**src/rtl/ioctl_dn_pkg.sv**
```systemverilog
// Shared types and constants for the ioctl download sequencer.
package ioctl_dn_pkg;

   typedef enum logic [1:0] {IDLE, LOAD, FLUSH, DONE} dn_state_e;

   localparam logic [15:0] CRC_POLY  = 16'h1021;
   localparam logic [15:0] CRC_INIT  = 16'hFFFF;
   localparam int          DN_ADDR_W = 17;

   typedef struct packed {
      logic [DN_ADDR_W-1:0] addr;
      logic [7:0]           data;
   } dn_entry_t;

   // CRC-16/CCITT-FALSE step over one byte, MSB first.
   function automatic logic [15:0] crc16_byte(input logic [15:0] crc, input logic [7:0] b);
      logic [15:0] c;
      c = crc ^ {b, 8'h00};
      for (int i = 0; i < 8; i++) begin
         c = c[15] ? ((c << 1) ^ CRC_POLY) : (c << 1);
      end
      return c;
   endfunction

endpackage

```
**src/rtl/ioctl_dn_sequencer_fifo.sv**
```systemverilog
// Show-ahead synchronous FIFO of download entries; rd_entry is valid whenever !empty.
module dn_fifo
   import ioctl_dn_pkg::*;
#(
   parameter int DEPTH = 8
) (
   input  logic                     clk_sys,
   input  logic                     reset_n,
   input  logic                     push,
   input  logic                     pop,
   input  dn_entry_t                wr_entry,
   output dn_entry_t                rd_entry,
   output logic                     full,
   output logic                     empty,
   output logic [$clog2(DEPTH):0]   level
);

   localparam int             PW       = $clog2(DEPTH);
   localparam logic [PW:0]    FULL_LVL = (PW+1)'(DEPTH);

   dn_entry_t      mem [DEPTH];
   logic [PW-1:0]  wr_ptr;
   logic [PW-1:0]  rd_ptr;
   logic [PW:0]    count;

   always_ff @(posedge clk_sys) begin
      if (!reset_n) begin
         wr_ptr <= '0;
         rd_ptr <= '0;
         count  <= '0;
      end else begin
         if (push) wr_ptr <= wr_ptr + 1'b1;
         if (pop)  rd_ptr <= rd_ptr + 1'b1;
         count <= count + {{PW{1'b0}}, push} - {{PW{1'b0}}, pop};
      end
   end

   // NOTE: storage is deliberately not reset; pointers and count define validity.
   always_ff @(posedge clk_sys) begin
      if (push) mem[wr_ptr] <= wr_entry;
   end

   assign rd_entry = mem[rd_ptr];
   assign full     = (count == FULL_LVL);
   assign empty    = (count == '0);
   assign level    = count;

endmodule

```
**src/rtl/ioctl_dn_sequencer.sv**
```systemverilog
// Buffers HPS ioctl download bytes and drains them to the target with a ready handshake.
// Optional feature: define DN_CRC_EN to build the CRC-16/CCITT-FALSE of each download.
module ioctl_dn_sequencer
   import ioctl_dn_pkg::*;
#(
   parameter int FIFO_DEPTH = 8,
   parameter int ADDR_W     = DN_ADDR_W
) (
   input  logic              clk_sys,
   input  logic              reset_n,
   input  logic              ioctl_download,
   input  logic              ioctl_wr,
   input  logic [24:0]       ioctl_addr,
   input  logic [7:0]        ioctl_dout,
   input  logic [7:0]        ioctl_index,
   output logic              ioctl_wait,
   input  logic              dn_ready,
   output logic              dn_wr,
   output logic [ADDR_W-1:0] dn_addr,
   output logic [7:0]        dn_data,
   output logic [7:0]        dn_index,
   output logic              dn_active,
   output logic              dn_done,
   output logic [24:0]       dn_count,
   output logic              dn_err,
   output logic [15:0]       dn_crc
);

   localparam int          LW         = $clog2(FIFO_DEPTH);
   localparam logic [LW:0] WAIT_LEVEL = (LW+1)'(FIFO_DEPTH - 2);

   dn_state_e         state, state_next;
   logic              dl_q, pending;
   logic              rise, fall, start;
   logic              push_try, range_bad, push_ok, drop, pop;
   logic              full, empty;
   logic [LW:0]       level, level_next;
   dn_entry_t         wr_entry, rd_entry;
   logic [ADDR_W-1:0] addr_q;
   logic [7:0]        data_q;

   dn_fifo #(.DEPTH(FIFO_DEPTH)) u_fifo (
      .clk_sys  (clk_sys),
      .reset_n  (reset_n),
      .push     (push_ok),
      .pop      (pop),
      .wr_entry (wr_entry),
      .rd_entry (rd_entry),
      .full     (full),
      .empty    (empty),
      .level    (level)
   );

   // NOTE: every signal gets a default at the top of always_comb so no latch is inferred.
   always_comb begin
      rise       = ioctl_download & ~dl_q;
      fall       = ~ioctl_download & dl_q;
      push_try   = ioctl_wr & ((state == LOAD) | (state == FLUSH));
      range_bad  = |ioctl_addr[24:ADDR_W];
      pop        = ~empty & dn_ready;
      // A full FIFO still takes the byte when an entry leaves in the same cycle.
      push_ok    = push_try & ~range_bad & ~(full & ~pop);
      drop       = push_try & ~push_ok;
      level_next = level + {{LW{1'b0}}, push_ok} - {{LW{1'b0}}, pop};
      wr_entry   = '{addr: ioctl_addr[ADDR_W-1:0], data: ioctl_dout};
      start      = ((state == IDLE) & rise) | ((state == DONE) & (pending | rise) & ~fall);
      state_next = state;
      case (state)
         IDLE:  if (rise) state_next = LOAD;
         LOAD:  if (fall) state_next = FLUSH;
         FLUSH: if (empty & ~push_ok) state_next = DONE;
         DONE:  state_next = start ? LOAD : IDLE;
         default: state_next = IDLE;
      endcase
   end

   always_ff @(posedge clk_sys) begin
      if (!reset_n) begin
         state      <= IDLE;
         dl_q       <= 1'b0;
         pending    <= 1'b0;
         ioctl_wait <= 1'b0;
         dn_index   <= '0;
         dn_count   <= '0;
         dn_err     <= 1'b0;
         addr_q     <= '0;
         data_q     <= '0;
      end else begin
         state      <= state_next;
         dl_q       <= ioctl_download;
         ioctl_wait <= (level_next >= WAIT_LEVEL);
         // A restart request during drain is remembered until DONE consumes it.
         pending    <= (state == FLUSH) ? ((pending | rise) & ~fall) : 1'b0;
         if (start) begin
            dn_index <= ioctl_index;
            dn_count <= '0;
            dn_err   <= 1'b0;
         end else begin
            if (pop && dn_count != '1) dn_count <= dn_count + 25'd1;
            if (drop) dn_err <= 1'b1;
         end
         if (pop) begin
            addr_q <= rd_entry.addr;
            data_q <= rd_entry.data;
         end
      end
   end

`ifdef DN_CRC_EN
   logic [15:0] crc_run;

   always_ff @(posedge clk_sys) begin
      if (!reset_n) begin
         crc_run <= CRC_INIT;
         dn_crc  <= '0;
      end else begin
         if (start)    crc_run <= CRC_INIT;
         else if (pop) crc_run <= crc16_byte(crc_run, rd_entry.data);
         if (state == DONE) dn_crc <= crc_run;
      end
   end
`else
   assign dn_crc = 16'h0000;
`endif

   assign dn_wr     = pop;
   assign dn_addr   = pop ? rd_entry.addr : addr_q;
   assign dn_data   = pop ? rd_entry.data : data_q;
   assign dn_active = (state != IDLE);
   assign dn_done   = (state == DONE);

endmodule

```
**config.mk**
```make
export PLATFORM = sky130hd
export DESIGN_NAME = ioctl_dn_sequencer
export DESIGN_NICKNAME = d
export VERILOG_FILES = /design/src/rtl/ioctl_dn_pkg.sv /design/src/rtl/ioctl_dn_sequencer_fifo.sv /design/src/rtl/ioctl_dn_sequencer.sv
export SDC_FILE = /design/constraint.sdc
export NUM_CORES = 1
export LEC_CHECK = 0
export BUFFER_PORTS_ARGS = -buffer_cell sky130_fd_sc_hd__buf_4
export CORE_MARGIN = 4
export CORE_UTILIZATION = 45
export DETAILED_ROUTE_END_ITERATION = 6
export PLACE_DENSITY = 0.65
export SLEW_MARGIN = 40
export SYNTH_ARGS = -nofsm -noshare
export SYNTH_HDL_FRONTEND = slang
export SYNTH_SLANG_ARGS = --single-unit
```
**constraint.sdc**
```tcl
create_clock -name clk_sys -period 5.4 [get_ports clk_sys]
set_input_delay 0 -clock clk_sys [delete_from_list [all_inputs] [get_ports clk_sys]]
set_output_delay 0 -clock clk_sys [all_outputs]
set_load 0.05 [all_outputs]
```
## Word-level counts from Yosys, hierarchy flattened

Memories as Yosys holds them, arrays and structs flattened. A register that Yosys moved wholly into a read port is not among the register bits.
Index checks and enable logic that the tools add are counted.
W data, S select, Z words.

| cells by class | value |
|---|---|
| muxes and demuxes | 11 |
| bitwise logic cells | 25 |
| reductions and logical operators | 8 |
| add/sub/neg operators | 5 |
| $lt $le $gt $ge | 1 |
| equal/unequal tests | 8 |

Operator list:

| cell | number |
|---|---|
| $add A25 B1 Y25 const B | 1 |
| $ne A25 B25 Y1 const B | 1 |
| $mux W17 | 1 |
| $and A1 B1 Y1 | 13 |
| $not A1 Y1 | 9 |
| $mux W8 | 1 |
| $pmux W2 S4 | 1 |
| $reduce_or A8 Y1 | 1 |
| $add A3 B1 Y3 const B | 2 |
| $mux W2 | 3 |
| $mux W3 | 2 |
| $ne A2 B2 Y1 const B | 3 |
| $add A4 B1 Y4 | 1 |
| $eq A2 B2 Y1 const B | 2 |
| $eq A4 B4 Y1 const B | 1 |
| $ge A4 B3 Y1 const B | 1 |
| $logic_not A4 Y1 | 1 |
| $sub A4 B1 Y4 | 1 |
| $mux W1 | 3 |
| $or A1 B1 Y1 | 3 |
| $reduce_and A3 Y1 | 1 |
| $eq A2 B1 Y1 const B | 1 |
| $logic_not A2 Y1 | 1 |
| $reduce_and A2 Y1 | 1 |
| other kinds (3) | 3 |

| storage, ports and cells | value |
|---|---|
| logic and storage cells | 71 |
| memories kept | 1 |
| output and inout bits | 79 |
| register bits after elaboration | 74 |
| bits in writable memories | 200 |

Memory list:

| memory | depth | bits a word | read ports | clocked after memory_dff | wr ports | line | text |
|---|---|---|---|---|---|---|---|
| u_fifo.mem | 8 | 25 | 1 | 1 | 1 | ioctl_dn_sequencer_fifo.sv:21 | `dn_entry_t mem [DEPTH];` |

## Depth between registers and ports, before layout

| logic depth | value |
|---|---|
| depth in word-level cells | 11 |
| mapped depth | 13 |
| depth with buffers taken out | 13 |

## By module

Synthesis repeated with hierarchy kept, for this count alone.

| second synthesis, totals | value |
|---|---|
| cells, all modules | 739 |
| area, all modules | 11442.2 sq um |

Modules (own cells, without submodules):

| module | area an instance (sq um) | cells an instance | sequential area each (sq um) | instances |
|---|---|---|---|---|
| dn_fifo | 8351.8 | 359 | 6266.0 | 1 |
| ioctl_dn_sequencer | 3090.5 | 380 | 1281.2 | 1 |

## Worst setup path before layout

No wires, ideal clock.

| timing | value |
|---|---|
| path kind | register -> register |
| start | register state[1] |
| end | memory u_fifo.mem[0][0] (netlist name) (enable) |
| path slack | 1.407 ns |
| period minus slack after synthesis | 3.993 ns |
| arrival time | 3.522 ns |
| library setup time | 0.470 ns |
| path buffers | 0 |
| stages on the path, launching flop included | 7 |
| path through | dfxtp_1 > inv_1 > ha_1 > nand2_1 > nor2b_1 > nand3_1 > nor4_1 |

| on the way | value |
|---|---|
| word-level cells in the longest chain between the ends | 7 |

RTL lines:

| item | line | text |
|---|---|---|
| start: declaration | ioctl_dn_sequencer.sv:32 | `dn_state_e state, state_next;` |
| start signal: assignment | ioctl_dn_sequencer.sv:89 | `state <= state_next;` |
| $eq A2 B1 Y1 or $eq A2 B2 Y1 (tied branches) | ioctl_dn_sequencer.sv:58 | `push_try = ioctl_wr & ((state == LOAD) \| (state == FLUSH));` |
| $or A1 B1 Y1 * | ioctl_dn_sequencer.sv:58 |  |
| $and A1 B1 Y1 * | ioctl_dn_sequencer.sv:58 |  |
| $and A1 B1 Y1 * (2 in series) | ioctl_dn_sequencer.sv:62 | `push_ok = push_try & ~range_bad & ~(full & ~pop);` |
| $mux W1 * | ioctl_dn_sequencer_fifo.sv:40 | `if (push) mem[wr_ptr] <= wr_entry;` |
| $mux W1 (implied by the code) * | ioctl_dn_sequencer_fifo.sv:40 |  |
| end: declaration | ioctl_dn_sequencer_fifo.sv:21 |  |

Every way passes the cells marked *; elsewhere a longest branch is shown, timed or not.

## Final worst setup path

| timing | value |
|---|---|
| start | register u_fifo.count[2], in the netlist u_fifo.level[2] |
| end | register ioctl_wait |

| on the way | value |
|---|---|
| word-level cells in the longest chain between the ends | 10 |

RTL lines:

| item | line | text |
|---|---|---|
| start: declaration | ioctl_dn_sequencer_fifo.sv:24 | `logic [PW:0] count;` |
| start signal: assignment | ioctl_dn_sequencer_fifo.sv:34 | `count <= count + {{PW{1'b0}}, push} - {{PW{1'b0}}, pop};` |
| $logic_not A4 Y1 | ioctl_dn_sequencer_fifo.sv:45 | `assign empty = (count == '0);` |
| $not A1 Y1 | ioctl_dn_sequencer.sv:60 | `pop = ~empty & dn_ready;` |
| $and A1 B1 Y1 | ioctl_dn_sequencer.sv:60 |  |
| $not A1 Y1 | ioctl_dn_sequencer.sv:62 |  |
| $and A1 B1 Y1 | ioctl_dn_sequencer.sv:62 |  |
| $not A1 Y1 | ioctl_dn_sequencer.sv:62 |  |
| $and A1 B1 Y1 | ioctl_dn_sequencer.sv:62 |  |
| $add A4 B1 Y4 | ioctl_dn_sequencer.sv:64 | `level_next = level + {{LW{1'b0}}, push_ok} - {{LW{1'b0}}, pop};` |
| $sub A4 B1 Y4 * | ioctl_dn_sequencer.sv:64 |  |
| $ge A4 B3 Y1 * | ioctl_dn_sequencer.sv:91 | `ioctl_wait <= (level_next >= WAIT_LEVEL);` |
| end signal: assignment | ioctl_dn_sequencer.sv:91 |  |
| end: declaration | ioctl_dn_sequencer.sv:16 | `output logic ioctl_wait,` |

Marks and branches as above.
A chain may end at the register's enable or synchronous reset.

==> results.sh <==
export IMPL_antenna_found_initial=0
export IMPL_critPathArrivalTime_ps=3910
export IMPL_syn_area_per_cell_um2=15.8
export IMPL_finalCriticalPeriod_ps=3470
export IMPL_rsz0062_at_grt="no"
export IMPL_critPathLaunchType="flip-flop"
export IMPL_synth_warnings=0
export IMPL_layout_common_cells="edfxtp_1, buf_4, dfxtp_1"
export IMPL_synth_cell_types=58
export IMPL_fin_util_pct=56.3
export IMPL_rows=57
export IMPL_die_h_um=165
export IMPL_wirelength_mm=23.1
export IMPL_cp_max_fo=52
export IMPL_cts_tree="yes"
export IMPL_initial_core_util_pct=45.6
export IMPL_synth_ff_type="edfxtp_1"
export IMPL_min_period_over_period_pct=64.3
export IMPL_synth_edf_count=200
export IMPL_hold_path_class="input pin to flip-flop"
export IMPL_grt_pass1_vias=6584
export IMPL_final_common_cell="edfxtp_1"
export IMPL_area_growth_pct=23.3
export IMPL_fillers=1902
export IMPL_syn_area_um2=11100
export IMPL_slew_violations=0
export IMPL_gp_congestion=0.795
export IMPL_die_x_um=165
export IMPL_status="completed"
export IMPL_grt_pass1_wl_mm=35.8
export IMPL_numCtsBuffers=28
export IMPL_ant_nets=0
export IMPL_fin_skew_ps=6.30
export IMPL_path_clk_slew_ps=60
export IMPL_end_kind="flip-flop"
export IMPL_coreArea_um2=24300
export IMPL_tightest_slew_ps=772
export IMPL_first_pass_iters=5
export IMPL_drive_gt1_share_pct=26.8
export IMPL_cts_repair_resized=0
export IMPL_synth_ff_latch_count=277
export IMPL_grt_max_degree=53
export IMPL_port_buffers=108
export IMPL_htree_levels=1
export IMPL_maxCapViolCount=0
export IMPL_slew_limit_headroom_pct=48.4
export IMPL_fmaxAchievable_ghz=0.288
export IMPL_drc=0
export IMPL_drt_vias_per_instance=5.28
export IMPL_irDropWorstVdd_mv=0.331
export IMPL_insertedDiodeCount=0
export IMPL_p_per_area_nw_per_um2=456
export IMPL_setup_viol_count_final=0
export IMPL_p_leak_nw=4.79
export IMPL_tns_ps=0
export IMPL_place_detailed_hpwl_mm=13.7
export IMPL_hold_viol_final=0
export IMPL_reg2reg_slack_ps=1930
export IMPL_nNetsFinal=925
export IMPL_cts_buffer_depth=3
export IMPL_via_count=6390
export IMPL_clock_latency_ps=530
export IMPL_dieArea_um2=27200
export IMPL_async_reset_ff_share_pct=0
export IMPL_drt_initial_drc_count=621
export IMPL_cts_sinks=277
export IMPL_worstPathRequired_ps=5840
export IMPL_ys_seq_area_share_pct=68.0
export IMPL_io_pins=125
export IMPL_wl_per_cell_um=19.0
export IMPL_critical_path_class="flip-flop to flip-flop"
export IMPL_root_buffer="clkbuf_16"
export IMPL_grt_total_usage_pct=16.9
export IMPL_syn_inst=704
export IMPL_gr_total_overflow=0
## layer usage
metal | global-route usage, % | part of all wire (%)
met1 | 21.9 | 41
met5 | 0 | 0
met2 | 29.6 | 51
met4 | 4.16 | 2.1
met3 | 2.97 | 6.0
## report_power, final
part           switching [W]  internal (W)  total [W]
combinational        0.00107      0.000687    0.00176
clock               0.000775       0.00125    0.00203
sequential         0.0000690       0.00238    0.00245
total                0.00192       0.00433    0.00624
## timing repair
item                                   4_1_cts  5_1_grt
hold buffers                                40        0
buffers inserted                             0        0
endpoints found under the hold margin      241        0
## state kept, by name (all words and copies together), names as in the netlist, 3 cells and up, named ones only
name           cells
u_fifo.wr_ptr      3
addr_q            17
data_q             8
u_fifo.mem       200
dn_count          25
u_fifo.rd_ptr      3
dn_index           8
u_fifo.level       4
## cell usage after synthesis, types with 2 or more instances
| library cell | count | area (um^2) |
|---|---|---|
| buf_4 | 16 | 120 |
| nand3_1 | 10 | 50.1 |
| a21o_1 | 3 | 22.5 |
| and4_1 | 3 | 26.3 |
| or4_1 | 11 | 82.6 |
| buf_1 | 5 | 18.8 |
| nor3_1 | 5 | 25.0 |
| nand2_1 | 49 | 184 |
| and2_1 | 30 | 188 |
| nor4_1 | 3 | 18.8 |
| o21ai_0 | 27 | 135 |
| o211ai_1 | 5 | 37.5 |
| inv_1 | 17 | 63.8 |
| ha_1 | 13 | 163 |
| mux2i_1 | 39 | 390 |
| xor2_1 | 5 | 43.8 |
| xnor2_1 | 6 | 52.6 |
| mux4_2 | 50 | 1130 |
| clkbuf_1 | 16 | 60.1 |
| nor2_1 | 29 | 109 |
| or3_1 | 3 | 18.8 |
| nand4_1 | 8 | 50.1 |
| edfxtp_1 | 200 | 6010 |
| a21oi_1 | 16 | 80.1 |
| a2111oi_0 | 3 | 26.3 |
| nand2b_1 | 6 | 37.5 |
| nor2b_1 | 4 | 25.0 |
| buf_2 | 8 | 40.0 |
| o21ai_1 | 2 | 10.0 |
| a211o_1 | 2 | 17.5 |
| dfxtp_1 | 77 | 1540 |
| o31ai_1 | 7 | 52.6 |
## worst max-delay path, cell delays in order, from the launching register on
cell and delay (ps):
dfxtp_1 300, inv_1 100, ha_1 180, or3b_1 420, nand2_1 100, buf_4 440, clkinv_1 380, ha_1 390
inv_1 60, ha_1 150, inv_1 60, fa_1 380, xnor2_1 160, nand2_1 90, o22ai_1 180
## through the flow
stage	hold WS [ps]	cells	setup WS, ps	cell area (um^2)	power [W]
4_1_cts	24.0	1211	1920	13700	0.00632
6_report	53.3	1211	1930	13700	0.00624
3_3_place_gp	217	1117	2100	12300	0.00418
3_5_place_dp	230	1119	1930	12300	0.00426
2_1_floorplan	98.9	719	1410	11200	0.00378
5_1_grt	53.7	1211	1650	13700	0.00655
## logic make-up after synthesis
family,synth area share [%]
xor+xnor,0.868
buf+inv,2.76
other cells,0.0338
compound gates,4.39
flops,68.0
fa+ha+maj,1.65
mux,13.7
simple gates,8.63
## area by class of cell
class	count	area, um^2	share of cell area (%)
Sequential cell	277	7550	55.2
Inverter	18	67.6	0.494
Multi-Input combinational cell	379	3340	24.4
Timing Repair Buffer	161	1330	9.75
Tap cell	324	405	2.96
Clock buffer	36	782	5.71
Clock inverter	16	203	1.48
## final timing paths
kind / from / depth (start not counted) / endpoint
min reg2reg: dn_err / 2 / dn_err
min: ioctl_addr[23] / 6 / u_fifo.wr_ptr[2]
max reg2reg: u_fifo.level[2] / 14 / ioctl_wait
max: u_fifo.level[2] / 14 / ioctl_wait
Note: power is estimated with default switching activity, not from simulation.
